## src/rtl/axis_video_pkg.sv

```systemverilog
// Shared definitions for the synthetic AXI4-Stream video source: pattern codes,
// FSM state encoding, colour-bar palette, default frame geometry and the noise
// LFSR step function.
package axis_video_pkg;

  // Default frame geometry (1080p active area).
  localparam int unsigned DEF_H_RES = 1920;
  localparam int unsigned DEF_V_RES = 1080;

  // Test pattern codes driven on pattern_sel.
  localparam logic [1:0] PAT_GRAY  = 2'd0;
  localparam logic [1:0] PAT_RAMP  = 2'd1;
  localparam logic [1:0] PAT_BARS  = 2'd2;
  localparam logic [1:0] PAT_CHECK = 2'd3;

  // Generator FSM state encoding.
  localparam logic [1:0] ST_IDLE      = 2'd0;
  localparam logic [1:0] ST_ACTIVE    = 2'd1;
  localparam logic [1:0] ST_LINE_GAP  = 2'd2;
  localparam logic [1:0] ST_FRAME_GAP = 2'd3;

  // Colour bars, left to right, as {R, G, B}.
  localparam logic [23:0] BAR_WHITE   = 24'hFFFFFF;
  localparam logic [23:0] BAR_YELLOW  = 24'hFFFF00;
  localparam logic [23:0] BAR_CYAN    = 24'h00FFFF;
  localparam logic [23:0] BAR_GREEN   = 24'h00FF00;
  localparam logic [23:0] BAR_MAGENTA = 24'hFF00FF;
  localparam logic [23:0] BAR_RED     = 24'hFF0000;
  localparam logic [23:0] BAR_BLUE    = 24'h0000FF;
  localparam logic [23:0] BAR_BLACK   = 24'h000000;

  // Constant fill levels.
  localparam logic [31:0] PIX_GRAY  = 32'h0080_8080;
  localparam logic [31:0] PIX_WHITE = 32'h00FF_FFFF;
  localparam logic [31:0] PIX_BLACK = 32'h0000_0000;

  // Noise generator reset value.
  localparam logic [15:0] LFSR_SEED = 16'hACE1;

  // Per-run configuration captured at every frame start.
  typedef struct packed {
    logic [1:0]  pattern;
    logic [7:0]  line_gap;
    logic [15:0] frame_gap;
    logic [15:0] frame_count;
  } gen_cfg_t;

  // Bar index to {R, G, B} colour.
  function automatic logic [23:0] bar_color(input logic [2:0] idx);
    logic [23:0] c;
    case (idx)
      3'd0:    c = BAR_WHITE;
      3'd1:    c = BAR_YELLOW;
      3'd2:    c = BAR_CYAN;
      3'd3:    c = BAR_GREEN;
      3'd4:    c = BAR_MAGENTA;
      3'd5:    c = BAR_RED;
      3'd6:    c = BAR_BLUE;
      default: c = BAR_BLACK;
    endcase
    return c;
  endfunction

  // Clean pixel word {8'h00, R, G, B} for a pattern at the given position.
  function automatic logic [31:0] pattern_pixel(input logic [1:0] pat,
                                                input logic [7:0] x_lo,
                                                input logic       chk,
                                                input logic [2:0] bar);
    logic [31:0] p;
    case (pat)
      PAT_GRAY: p = PIX_GRAY;
      PAT_RAMP: p = {8'h00, x_lo, x_lo, x_lo};
      PAT_BARS: p = {8'h00, bar_color(bar)};
      default:  p = chk ? PIX_WHITE : PIX_BLACK;
    endcase
    return p;
  endfunction

  // One step of the x^16+x^14+x^13+x^11+1 Fibonacci register (right shifting).
  function automatic logic [15:0] lfsr_step(input logic [15:0] s);
    logic fb;
    fb = s[0] ^ s[2] ^ s[3] ^ s[5];
    return {fb, s[15:1]};
  endfunction

endpackage

```

## src/rtl/prbs16_lfsr.sv

```systemverilog
// 16-bit Fibonacci PRBS used as the pixel-noise source; reloads SEED on reset
// and advances once per cycle while enable is high.
module prbs16_lfsr
  import axis_video_pkg::*;
#(
  parameter logic [15:0] SEED = LFSR_SEED
) (
  input  logic        aclk,
  input  logic        areset,
  input  logic        enable,
  output logic [15:0] state
);

  // Shift register with synchronous seed reload.
  always_ff @(posedge aclk) begin
    if (areset) begin
      state <= SEED;
    end else if (enable) begin
      state <= lfsr_step(state);
    end
  end

endmodule

```

## src/rtl/axis_frame_gen.sv

```systemverilog
// Synthetic RGB frame source on an AXI4-Stream master port. Emits tuser on the
// first pixel of a frame and tlast on the last pixel of each line, honours
// tready, and inserts programmable idle gaps between lines and frames.
// Optional pixel noise is built only when AXIS_FRAME_GEN_NOISE_EN is defined.
module axis_frame_gen
  import axis_video_pkg::*;
#(
  parameter int unsigned DATA_WIDTH = 32,
  parameter int unsigned H_RES      = DEF_H_RES,
  parameter int unsigned V_RES      = DEF_V_RES
) (
  input  logic                  aclk,
  input  logic                  areset,
  input  logic                  enable,
  input  logic [1:0]            pattern_sel,
  input  logic [15:0]           frame_count,
  input  logic [7:0]            line_gap,
  input  logic [15:0]           frame_gap,
  input  logic                  noise_en,
  output logic [DATA_WIDTH-1:0] m_axis_tdata,
  output logic                  m_axis_tvalid,
  input  logic                  m_axis_tready,
  output logic                  m_axis_tlast,
  output logic                  m_axis_tuser,
  output logic                  busy,
  output logic                  frame_done,
  output logic [15:0]           frames_sent
);

  localparam int unsigned XW    = $clog2(H_RES);
  localparam int unsigned YW    = $clog2(V_RES);
  localparam int unsigned BAR_W = H_RES / 8;
  localparam int unsigned BW    = $clog2(BAR_W);

  localparam logic [XW-1:0] X_LAST   = XW'(H_RES - 1);
  localparam logic [YW-1:0] Y_LAST   = YW'(V_RES - 1);
  localparam logic [BW-1:0] BAR_LAST = BW'(BAR_W - 1);

  logic [1:0]            state_q, state_d;
  logic [XW-1:0]         x_q, x_d;
  logic [YW-1:0]         y_q, y_d;
  logic [BW-1:0]         pos_q, pos_d;
  logic [2:0]            bar_q, bar_d;
  gen_cfg_t              cfg_q, cfg_d;
  logic [15:0]           gap_q, gap_d;
  logic [15:0]           fs_d;
  logic [DATA_WIDTH-1:0] tdata_d;
  logic                  tvalid_d, tlast_d, tuser_d, busy_d, frame_done_d;

  logic                  accept;
  logic [15:0]           fs_inc;
  logic                  more_now;
  logic                  more_after;
  logic [31:0]           noise_mask;

  logic                  start;
  logic                  stop;
  logic                  load;
  logic [1:0]            pat_use;
  logic                  chk;

  assign accept = m_axis_tvalid && m_axis_tready;

  // Saturating completed-frame count and the continue-run decision before and
  // after counting the frame that is completing now.
  assign fs_inc     = (frames_sent == 16'hFFFF) ? frames_sent : frames_sent + 16'd1;
  assign more_now   = enable && ((cfg_q.frame_count == 16'd0) ||
                                 (frames_sent < cfg_q.frame_count));
  assign more_after = enable && ((cfg_q.frame_count == 16'd0) ||
                                 (fs_inc < cfg_q.frame_count));

`ifdef AXIS_FRAME_GEN_NOISE_EN
  logic [15:0] lfsr_q;
  logic [8:0]  lfsr_now;

  prbs16_lfsr #(
    .SEED   (LFSR_SEED)
  ) u_lfsr (
    .aclk   (aclk),
    .areset (areset),
    .enable (accept),
    .state  (lfsr_q)
  );

  // A pixel loaded alongside an acceptance sees the post-advance LFSR value,
  // so beat n is always perturbed by the state after n accepted beats.
  assign lfsr_now   = 9'(accept ? lfsr_step(lfsr_q) : lfsr_q);
  assign noise_mask = noise_en ? {8'h00, 5'h00, lfsr_now[8:6],
                                         5'h00, lfsr_now[5:3],
                                         5'h00, lfsr_now[2:0]} : 32'h0;
`else
  logic unused_noise_en;
  assign unused_noise_en = noise_en;
  assign noise_mask      = 32'h0;
`endif

  // Next-state, position, configuration and output computation.
  always_comb begin
    state_d      = state_q;
    x_d          = x_q;
    y_d          = y_q;
    pos_d        = pos_q;
    bar_d        = bar_q;
    cfg_d        = cfg_q;
    gap_d        = gap_q;
    fs_d         = frames_sent;
    tdata_d      = m_axis_tdata;
    tvalid_d     = m_axis_tvalid;
    tlast_d      = m_axis_tlast;
    tuser_d      = m_axis_tuser;
    frame_done_d = 1'b0;
    start        = 1'b0;
    stop         = 1'b0;
    load         = 1'b0;
    pat_use      = cfg_q.pattern;
    chk          = 1'b0;

    case (state_q)
      ST_IDLE: begin
        if (enable) begin
          start = 1'b1;
          fs_d  = 16'd0;
        end
      end

      ST_ACTIVE: begin
        if (accept) begin
          if (x_q == X_LAST) begin
            x_d   = '0;
            pos_d = '0;
            bar_d = 3'd0;
            if (y_q == Y_LAST) begin
              y_d          = '0;
              frame_done_d = 1'b1;
              fs_d         = fs_inc;
              if (cfg_q.frame_gap != 16'd0) begin
                state_d = ST_FRAME_GAP;
                gap_d   = cfg_q.frame_gap;
                stop    = 1'b1;
              end else if (more_after) begin
                start = 1'b1;
              end else begin
                state_d = ST_IDLE;
                stop    = 1'b1;
              end
            end else begin
              y_d = y_q + YW'(1);
              if (cfg_q.line_gap != 8'd0) begin
                state_d = ST_LINE_GAP;
                gap_d   = 16'(cfg_q.line_gap);
                stop    = 1'b1;
              end else begin
                load = 1'b1;
              end
            end
          end else begin
            x_d = x_q + XW'(1);
            if (pos_q == BAR_LAST) begin
              pos_d = '0;
              bar_d = bar_q + 3'd1;
            end else begin
              pos_d = pos_q + BW'(1);
            end
            load = 1'b1;
          end
        end
      end

      ST_LINE_GAP: begin
        if (gap_q == 16'd1) begin
          state_d = ST_ACTIVE;
          load    = 1'b1;
        end else begin
          gap_d = gap_q - 16'd1;
        end
      end

      ST_FRAME_GAP: begin
        if (gap_q == 16'd1) begin
          if (more_now) begin
            start = 1'b1;
          end else begin
            state_d = ST_IDLE;
          end
        end else begin
          gap_d = gap_q - 16'd1;
        end
      end

      default: begin
        state_d = ST_IDLE;
        stop    = 1'b1;
      end
    endcase

    // A new frame restarts at the origin with freshly captured configuration.
    if (start) begin
      state_d = ST_ACTIVE;
      cfg_d   = {pattern_sel, line_gap, frame_gap, frame_count};
      pat_use = pattern_sel;
      x_d     = '0;
      y_d     = '0;
      pos_d   = '0;
      bar_d   = 3'd0;
      load    = 1'b1;
    end

    if (stop) begin
      tvalid_d = 1'b0;
      tlast_d  = 1'b0;
      tuser_d  = 1'b0;
    end

    // Present the pixel at the (new) position.
    if (load) begin
      chk      = 1'((16'(x_d) >> 4) ^ (16'(y_d) >> 4));
      tvalid_d = 1'b1;
      tdata_d  = DATA_WIDTH'(pattern_pixel(pat_use, 8'(x_d), chk, bar_d) ^ noise_mask);
      tuser_d  = (x_d == '0) && (y_d == '0);
      tlast_d  = (x_d == X_LAST);
    end

    busy_d = (state_d != ST_IDLE);
  end

  // State, counter and registered-output update with synchronous reset.
  always_ff @(posedge aclk) begin
    if (areset) begin
      state_q       <= ST_IDLE;
      x_q           <= '0;
      y_q           <= '0;
      pos_q         <= '0;
      bar_q         <= 3'd0;
      cfg_q         <= '0;
      gap_q         <= 16'd0;
      frames_sent   <= 16'd0;
      m_axis_tdata  <= '0;
      m_axis_tvalid <= 1'b0;
      m_axis_tlast  <= 1'b0;
      m_axis_tuser  <= 1'b0;
      busy          <= 1'b0;
      frame_done    <= 1'b0;
    end else begin
      state_q       <= state_d;
      x_q           <= x_d;
      y_q           <= y_d;
      pos_q         <= pos_d;
      bar_q         <= bar_d;
      cfg_q         <= cfg_d;
      gap_q         <= gap_d;
      frames_sent   <= fs_d;
      m_axis_tdata  <= tdata_d;
      m_axis_tvalid <= tvalid_d;
      m_axis_tlast  <= tlast_d;
      m_axis_tuser  <= tuser_d;
      busy          <= busy_d;
      frame_done    <= frame_done_d;
    end
  end

endmodule

```

## config.mk

```make
export PLATFORM = sky130hd
export DESIGN_NAME = axis_frame_gen
export DESIGN_NICKNAME = d
export VERILOG_FILES = /design/src/rtl/axis_video_pkg.sv /design/src/rtl/prbs16_lfsr.sv /design/src/rtl/axis_frame_gen.sv
export SDC_FILE = /design/constraint.sdc
export NUM_CORES = 1
export LEC_CHECK = 0
export ABC_CLOCK_PERIOD_IN_PS = 5290
export CORE_UTILIZATION = 64
export DETAILED_ROUTE_END_ITERATION = 16
export DONT_BUFFER_PORTS = 1
export PLACE_DENSITY = 0.76
export SLEW_MARGIN = 10
export SYNTH_ARGS = -nofsm -noshare
export SYNTH_HDL_FRONTEND = slang
export SYNTH_HIERARCHICAL = 1
export SYNTH_SLANG_ARGS = --single-unit
export TNS_END_PERCENT = 50
```

## constraint.sdc

```tcl
create_clock -name aclk -period 5.29 [get_ports aclk]
set_input_delay 0.7935 -clock aclk [delete_from_list [all_inputs] [get_ports aclk]]
set_output_delay 0.7935 -clock aclk [all_outputs]
set_load 0.02 [all_outputs]
```

## Word level (Yosys, flattened, before mapping)

Index checks and enable logic that the tools add are counted.

| storage, ports and cells | value |
|---|---|
| bits in registers | 146 |
| latch bits | 0 |
| RAM bits | 0 |
| memory bits (read-only) | 0 |
| bits of input ports | 47 |
| output and inout port bits | 53 |
| memories | 0 |

| cells by class | value |
|---|---|
| $add $sub $neg | 6 |
| multipliers | 0 |
| divide/modulo/power cells | 0 |
| order comparisons | 2 |
| equal/unequal tests | 24 |
| shift-type cells | 0 |
| multiplexer cells | 72 |
| bitwise operators | 4 |
| reduce and logical (&&, ||, !) cells | 24 |

Operators by type and width:

| kind | number |
|---|---|
| $mux 16 | 11 |
| $pmux 24 s7 | 1 |
| $mux 11 | 9 |
| $pmux 24 s3 | 1 |
| $pmux 16 s2 | 2 |
| $eq 11x11->1 const B | 3 |
| $lt 16x16->1 | 2 |
| $mux 1 | 26 |
| $mux 24 | 1 |
| $add 11x1->11 const B | 2 |
| $logic_not 11->1 | 2 |
| $mux 2 | 11 |
| $add 16x1->16 const B | 1 |
| $eq 16x1->1 const B | 1 |
| $eq 16x16->1 const B | 1 |
| $logic_not 16->1 | 1 |
| $mux 8 | 2 |
| $reduce_bool 16->1 | 1 |
| $sub 16x1->16 const B | 1 |
| $mux 3 | 5 |
| $ne 2x2->1 const B | 5 |
| $eq 3x3->1 const B | 3 |
| $add 8x1->8 const B | 1 |
| $eq 8x8->1 const B | 1 |
| 22 further kinds | 38 |

## Logic depth before layout (Yosys ltp)

Gate-level depths: netlist of the first run.

| logic depth | value |
|---|---|
| depth in word-level cells | 15 |
| depth in mapped cells | 20 |
| depth with buffers taken out | 16 |

## Worst setup path after synthesis of the first run

Ideal clock, no wire load.

| path | value |
|---|---|
| path kind | reg-to-reg |
| from | register frames_sent[0] |
| to | register cfg_q[10] (netlist bit) |
| data arrival time | 4047 ps |
| data required time | 5158 ps |
| setup slack | 1111 ps |
| cell stages (with the launch flop) | 21 |
| path buffers | 4 |
| cells stage by stage | dfxtp_1 -> ha_1 -> and3_1 -> and4_1 -> buf_2 -> or4_1 -> nor3_1 -> nand4_1 -> xnor2_1 -> ha_1 -> a211oi_1 -> o21ai_0 -> o211ai_1 -> o21ai_1 -> or2_1 -> buf_6 -> and2_4 -> buf_6 -> buf_2 -> nand2_1 -> a21oi_1 |

| between the ends | value |
|---|---|
| longest elaborated chain between the ends | 11 |
| elaborated cells on any way between the ends | 17 |

RTL lines:

| element | RTL line | text |
|---|---|---|
| start: declaration | axis_frame_gen.sv:27 | `output logic [15:0] frames_sent` |
| start signal: assignment | axis_frame_gen.sv:251 | `frames_sent <= fs_d;` |
| $add 16x1->16 / $eq 16x16->1 (equally long branches) | axis_frame_gen.sv:66 | `assign fs_inc = (frames_sent == 16'hFFFF) ? frames_sent : frames_sent + 16'd1;` |
| $mux 16 | axis_frame_gen.sv:66 |  |
| $lt 16x16->1 | axis_frame_gen.sv:70 | `(fs_inc < cfg_q.frame_count));` |
| $logic_or 1x1->1 | axis_frame_gen.sv:69 | `assign more_after = enable && ((cfg_q.frame_count == 16'd0) \|\|` |
| $logic_and 1x1->1 | axis_frame_gen.sv:69 |  |
| $mux 1 | axis_frame_gen.sv:140 | `end else if (more_after) begin` |
| $mux 1 | axis_frame_gen.sv:136 | `if (cfg_q.frame_gap != 16'd0) begin` |
| $mux 1 | axis_frame_gen.sv:132 | `if (y_q == Y_LAST) begin` |
| $mux 1 | axis_frame_gen.sv:128 | `if (x_q == X_LAST) begin` |
| $mux 1 | axis_frame_gen.sv:127 | `if (accept) begin` |
| $pmux 1 s3 (*) | axis_frame_gen.sv:118 | `case (state_q)` |
| end signal: assignment | axis_frame_gen.sv:249 | `cfg_q <= cfg_d;` |
| end: declaration | axis_frame_gen.sv:44 | `gen_cfg_t cfg_q, cfg_d;` |

Every way passes the cells marked *; elsewhere a longest branch is shown, timed or not.
A chain may end at the register's enable or synchronous reset.

## Worst setup path in the final report of the first run

| path | value |
|---|---|
| from | register frames_sent[1] |
| to | register cfg_q[26] (netlist bit) |

Same word-level chain as after synthesis.

==> results.cfg, run 1 <==
[run_status]
status = finished, final reports clean

[worst_setup_path]
cp.required_ns = 5.64
rr_worst_depth = 17
r2r_slack_ns = 0.41
r2r-start = frames_sent[1]
cp-end-kind = flop
cp_max_fo = 20
path_class = flop to flop
r2r-end = cfg_q[26]
worst_ep_arrival_time_ns = 5.23
crit_path_start_kind = flop

[synthesis]
synth.distinct_cells = 74
yosysSeqAreaShare_pct = 34.8
synth_seq_cells = 138
synth_enable_flop_cells = 0
avgSynthCellArea_um2 = 7.72
synth.area.top_cells = dfxtp_1 (35%), nand2_1 (7.9%), a21oi_1 (7.2%)
netlist_instances = 1028
yosys_warnings = 6
synth_top_area_share_pct = 34.8
syn_area_um2 = 7940
yosys.area.top_type = dfxtp_1
ys_async_sr_fraction_pct = 0
synthFlopType = dfxtp_1

[min_path]
min_to = cfg_q[36]
hp-start = areset
hold_class = input pin to flop
min_path_cells = 1

[finish]
final_common_cell = nand2_1
drive_above_1_share_pct = 8.00
syn_to_final_growth_pct = 8.56
n_antenna_cell = 0
final_cell_mix = nand2_1 (167), dfxtp_1 (138), a21oi_1 (114)
fin_nets = 1100

[placed_design]
place_congestion = 0.934
port_buffers = 0
hpwl_um = 14500

[floorplan]
die-area_um2 = 12800
die_h_um = 113
initial_core_util_pct = 65.8
pin_count = 100
fp.coreArea_um2 = 12100
die_w_um = 113
rows = 40

[sta]
worst_pin_slew_ns = 0.984
min_period_over_period_pct = 92.2
fmax_mhz = 205
fin_tns_setup_ns = 0
drv_slew = 0
setup_viol = 0
hold_viol_final = 0
fin_skew_ns = 0.0101
slew_headroom_pct = 34.3
rsz0062_at_grt = no
fin_crit_ns = 4.88

[clock_tree]
cts_setup_buffers = 0
cts_buffers = 17
clk_latency_ns = 0.43
cts_root_buf = clkbuf_16
cts_hold_buf = 0
clockBufferDepth = 2
cts_max_level = 4
cts.sinks = 138
worst_setup_hold_path_clk_slew_ns = 0.06
cts_tree = yes

[grt]
antenna_found_initial = 0
gr-total-overflow = 0
grt_pass1_wl_um = 33600
grt_max_degree = 80
grtUsageTotal_pct = 32.8
grt_pass1_vias = 7002

[detailed_routing]
route.detailed.drc = 0
totalWireLength_um = 20500
drt-initial-drc-count = 722
routed-via-count = 7553
viasPerCell = 6.33
ant_nets = 0
dr.pass1.iters = 8
wl_per_cell_um = 17.1

[pwr]
leakage_nw = 3.28
ir_worst_vdd_mv = 0.238
power.total_w = 0.00259
power_density_nw_per_um2 = 301

[job]
maxCapViolations = 0
where the power goes:
part | internal, W | leakage [nW] | total [W] | switching (W)
clock | 0.000668 | 0.280 | 0.00116 | 0.000491
combinational | 0.0000979 | 1.88 | 0.000279 | 0.000182
sequential | 0.00109 | 1.13 | 0.00115 | 0.0000658
total | 0.00185 | 3.28 | 0.00259 | 0.000738
worst max path at each step:
stage | start | endpoint | slack (ns) | cells after the start
finish | frames_sent[1] | cfg_q[26] | 0.41 | 17
global route | frames_sent[1] | m_axis_tdata[0] | 0.06 | 16
CTS | frames_sent[1] | cfg_q[26] | 0.27 | 17
detailed placement | frames_sent[1] | cfg_q[26] | 0.30 | 17
global placement | frames_sent[1] | m_axis_tdata[17] | 0.45 | 16
floorplan | frames_sent[0] | cfg_q[10] | 1.11 | 20
metrics by stage:
step / area (um2) / hold WS (ns) / util [%] / worst slack, ns / std cells
2_1_floorplan: 7960 / 0.431 / - / 1.11 / 1035
3_3_place_gp: 8030 / 0.437 / 66.5 / 0.449 / 1160
3_5_place_dp: 8030 / 0.453 / 66.5 / 0.303 / 1160
4_1_cts: 8600 / 0.422 / 71.3 / 0.272 / 1192
5_1_grt: 8620 / 0.425 / 71.4 / 0.0568 / 1193
6_report: 8620 / 0.432 / 71.4 / 0.414 / 1193
area by class of cell:
cell class              count  area [um2]
repair buffers             24         180
clock buffers              18         439
inverters                  31         116
fillers                  1018        3450
flip-flops and latches    138        2760
multi-input cells         800        4770
well taps                 168         210
clock inverters            14         136
layer usage:
layer / GRT usage, % / share of wire, % / wire length, um / vias up
met5: 0 / 0 / 0 / -
met4: 14.4 / 2.4 / 499 / 0
met3: 7.12 / 7.1 / 1460 / 50
met2: 55.1 / 48 / 9910 / 303
met1: 40.3 / 42 / 8590 / 3540
li1: - / - / - / 3660
worst max-delay path: stages (launching register included):
cell and delay [ns]:
dfxtp_1 0.41, ha_1 0.29, and3_1 0.23, and4_1 0.29
or4_1 0.53, nor3_1 0.27, nand4_1 0.24, xnor2_1 0.19
ha_1 0.29, nand4_1 0.14, nor3_1 0.22, o2111ai_1 0.15
o21ai_1 0.39, or2_4 0.27, and2_4 0.34, buf_4 0.29
nand2_1 0.09, a21oi_1 0.15
kinds of logic after synthesis:
group / after synthesis / share of synthesized area [%]
flops: 138 / 34.8
compound gates: 273 / 21.3
mux: 9 / 1.31
fa+ha+maj: 41 / 6.46
other cells: 1 / 0.0473
buf+inv: 98 / 5.60
simple gates: 433 / 26.7
xor+xnor: 35 / 3.86
synthesized netlist by cell type, drive strengths merged (9+ instances only):
cell and n:
a22oi 12, o211ai 9, nor3 33, dfxtp 138, ha 41, buf 24
clkbuf 43, nor2 82, and3 16, nand3 39, and4 9, nand2 167
nor4 19, xnor2 21, a21oi 114, o21ai 52, o31ai 28, nand4 19
xor2 14, inv 31
flip-flops by register name, indices dropped and copies added (netlist names):
register,cells
cfg_q,42
busy,1
bar_q,3
y_q,11
m_axis_tdata,24
gap_q,16
frame_done,1
state_q,2
x_q,11
m_axis_tuser,1
frames_sent,16
m_axis_tvalid,1
pos_q,8
m_axis_tlast,1
repair_timing:
action | in CTS | in global routing
endpoints found under the hold margin | 0 | 0
endpoints found under the setup margin | 0 | 45
resized for setup | 0 | 2
Note: power is estimated with default switching activity, not from simulation.
==> run 2, diff against run 1 <==
--- a/config.mk
+++ b/config.mk
@@ -6,13 +6,12 @@
 export NUM_CORES = 1
 export LEC_CHECK = 0
 export ABC_CLOCK_PERIOD_IN_PS = 5290
-export CORE_UTILIZATION = 64
+export CORE_UTILIZATION = 57
 export DETAILED_ROUTE_END_ITERATION = 16
 export DONT_BUFFER_PORTS = 1
-export PLACE_DENSITY = 0.76
+export PLACE_DENSITY = 0.68
 export SLEW_MARGIN = 10
 export SYNTH_ARGS = -nofsm -noshare
 export SYNTH_HDL_FRONTEND = slang
-export SYNTH_HIERARCHICAL = 1
 export SYNTH_SLANG_ARGS = --single-unit
 export TNS_END_PERCENT = 50
==> results.cfg, run 2 <==
[worst_setup_path]
rr_worst_depth = 16
r2r_slack_ns = 0.40
r2r-start = frames_sent[1]
cp-end-kind = flop
r2r-end = m_axis_tdata[4]
path_class = flop to flop
cp_max_fo = 20
crit_path_start_kind = flop
cp.required_ns = 5.59
worst_ep_arrival_time_ns = 5.19

[finish]
n_antenna_cell = 0
largest_reg_flops = 42
fin_nets = 1103
finalNonFillerCells = 1204
n_fill_cell = 1183
largest_register = cfg_q
syn_to_final_growth_pct = 9.22
final_cell_mix = nand2_1 (167), dfxtp_1 (138), a21oi_1 (114)
final_common_cell = nand2_1
drive_above_1_share_pct = 7.98
top_regs = cfg_q (42), m_axis_tdata (24)

[detailed_routing]
ant_nets = 0
dr.pass1.iters = 7
drt-initial-drc-count = 668
viasPerCell = 6.23
route.detailed.drc = 0
totalWireLength_um = 21000
wl_per_cell_um = 17.5
routed-via-count = 7497

[synthesis]
ys_async_sr_fraction_pct = 0
synth.area.top_cells = dfxtp_1 (35%), nand2_1 (7.9%), a21oi_1 (7.2%)
synth_top_area_share_pct = 34.8
syn_area_um2 = 7940
synthFlopType = dfxtp_1
synth_seq_cells = 138
synth.distinct_cells = 74
synth_common_cells = nand2_1 (167), dfxtp_1 (138), a21oi_1 (114)
yosys_warnings = 0
netlist_instances = 1028
synth_enable_flop_cells = 0
avgSynthCellArea_um2 = 7.72
yosysMostFrequentCell = nand2_1
yosysSeqAreaShare_pct = 34.8
yosys.area.top_type = dfxtp_1

[sta]
fin_tns_setup_ns = 0
min_period_over_period_pct = 92.5
hold_viol_final = 0
fin_crit_ns = 4.89
slew_headroom_pct = 38.0
fin_skew_ns = 0.00831
rsz0062_at_grt = no
drv_slew = 0
fmax_mhz = 204
setup_viol = 0
worst_pin_slew_ns = 0.929

[min_path]
min_path_cells = 1
min_to = cfg_q[33]
hp-start = areset
hold_class = input pin to flop

[clock_tree]
cts_setup_buffers = 0
cts_hold_buf = 0
cts_buffers = 17
cts_tree = yes
cts_resized = 0
worst_setup_hold_path_clk_slew_ns = 0.06
cts_root_buf = clkbuf_16
clk_latency_ns = 0.44
clockBufferDepth = 2
cts.sinks = 138
cts_max_level = 4

[grt]
grt_pass1_wl_um = 34100
grtUsageTotal_pct = 29.7
grt_pass1_vias = 7021
grt_max_degree = 80
antenna_found_initial = 0
gr-total-overflow = 0

[placed_design]
place_congestion = 0.946
hpwl_um = 15000
dp.cells = 1171
port_buffers = 0

[pwr]
leakage_nw = 3.31
power_density_nw_per_um2 = 306
ir_worst_vdd_mv = 0.245

[job]
maxCapViolations = 0

[floorplan]
die_w_um = 120
pin_count = 100
rows = 42
initial_core_util_pct = 59.2
fp.coreArea_um2 = 13400
die-area_um2 = 14400
die_h_um = 120

[run_status]
status = finished, final reports clean
## run 2: cell counts after synthesis
No cell type changed its count.
## run 2: how the worst max path moves through the flow
| stage | start | cells past startpoint | slack [ns] | to |
|---|---|---|---|---|
| 6_report | frames_sent[1] | 16 | 0.40 | m_axis_tdata[4] |
| 3_5_place_dp | frames_sent[1] | 16 | 0.42 | m_axis_tdata[16] |
| 5_1_grt | frames_sent[1] | 16 | 0.05 | m_axis_tdata[8] |
| 4_1_cts | frames_sent[1] | 17 | 0.39 | cfg_q[20] |
| 2_1_floorplan | frames_sent[0] | 20 | 1.11 | cfg_q[10] |
| 3_3_place_gp | frames_sent[1] | 16 | 0.46 | m_axis_tdata[17] |
## run 2: layout make-up
cell class                 instances  area, um2  area share [%]
clock inverter                    11        133            1.53
inverter                          31        116            1.34
multi-input combinational        800       4760            55.0
clock buffer                      21        470            5.43
tap                              176        220            2.54
timing repair buffer              27        203            2.34
sequential                       138       2760            31.9
## run 2: critical path: stages, from the launching register on
cell and delay (ns):
dfxtp_1 0.42, ha_1 0.29, and3_1 0.23, and4_1 0.30
or4_1 0.53, nor3_1 0.29, nand4_1 0.22, xnor2_1 0.22
ha_1 0.27, a211oi_1 0.30, o21ai_0 0.15, o211ai_1 0.18
o21ai_1 0.17, or2_1 0.39, and2_4 0.32, a311oi_2 0.38
a21oi_1 0.11
## run 2: power by group
| group | switching, W | internal [W] | leakage [nW] |
|---|---|---|---|
| sequential | 0.0000661 | 0.00109 | 1.13 |
| combinational | 0.000183 | 0.0000979 | 1.89 |
| clock | 0.000478 | 0.000738 | 0.291 |
| total | 0.000727 | 0.00192 | 3.31 |
## run 2: kinds of logic (layout without fill, tap and decap cells)
kind of cell	after synthesis	after routing	share of synthesized area (%)
multiplexers	9	9	1.31
other	1	8	0.0473
buffers and inverters	98	90	5.60
adder cells (fa/ha/maj)	41	41	6.46
flip-flops	138	138	34.8
AO/OA/AOI/OAI	273	273	21.3
XOR/XNOR	35	35	3.86
AND/OR/NAND/NOR	433	434	26.7
## run 2: per-layer routing
metal	global-route usage, %	up-vias	wire (um)
li1	-	3673	-
met1	37.4	3527	9150
met2	49.0	256	10100
met3	5.89	41	1290
met4	12.9	0	508
met5	0	-	0
## run 2: per-stage QoR
stage                     total power, W  cell area [um2]  hold slack [ns]  util (%)  worst slack [ns]
final                            0.00265             8670            0.428      64.7             0.398
after global routing             0.00274             8670            0.425      64.7            0.0546
after CTS                        0.00266             8660            0.423      64.6             0.387
after floorplan                  0.00139             7960            0.431         -              1.11
after detailed placement         0.00145             8060            0.448      60.1             0.416
after global placement           0.00144             8060            0.436      60.1             0.461
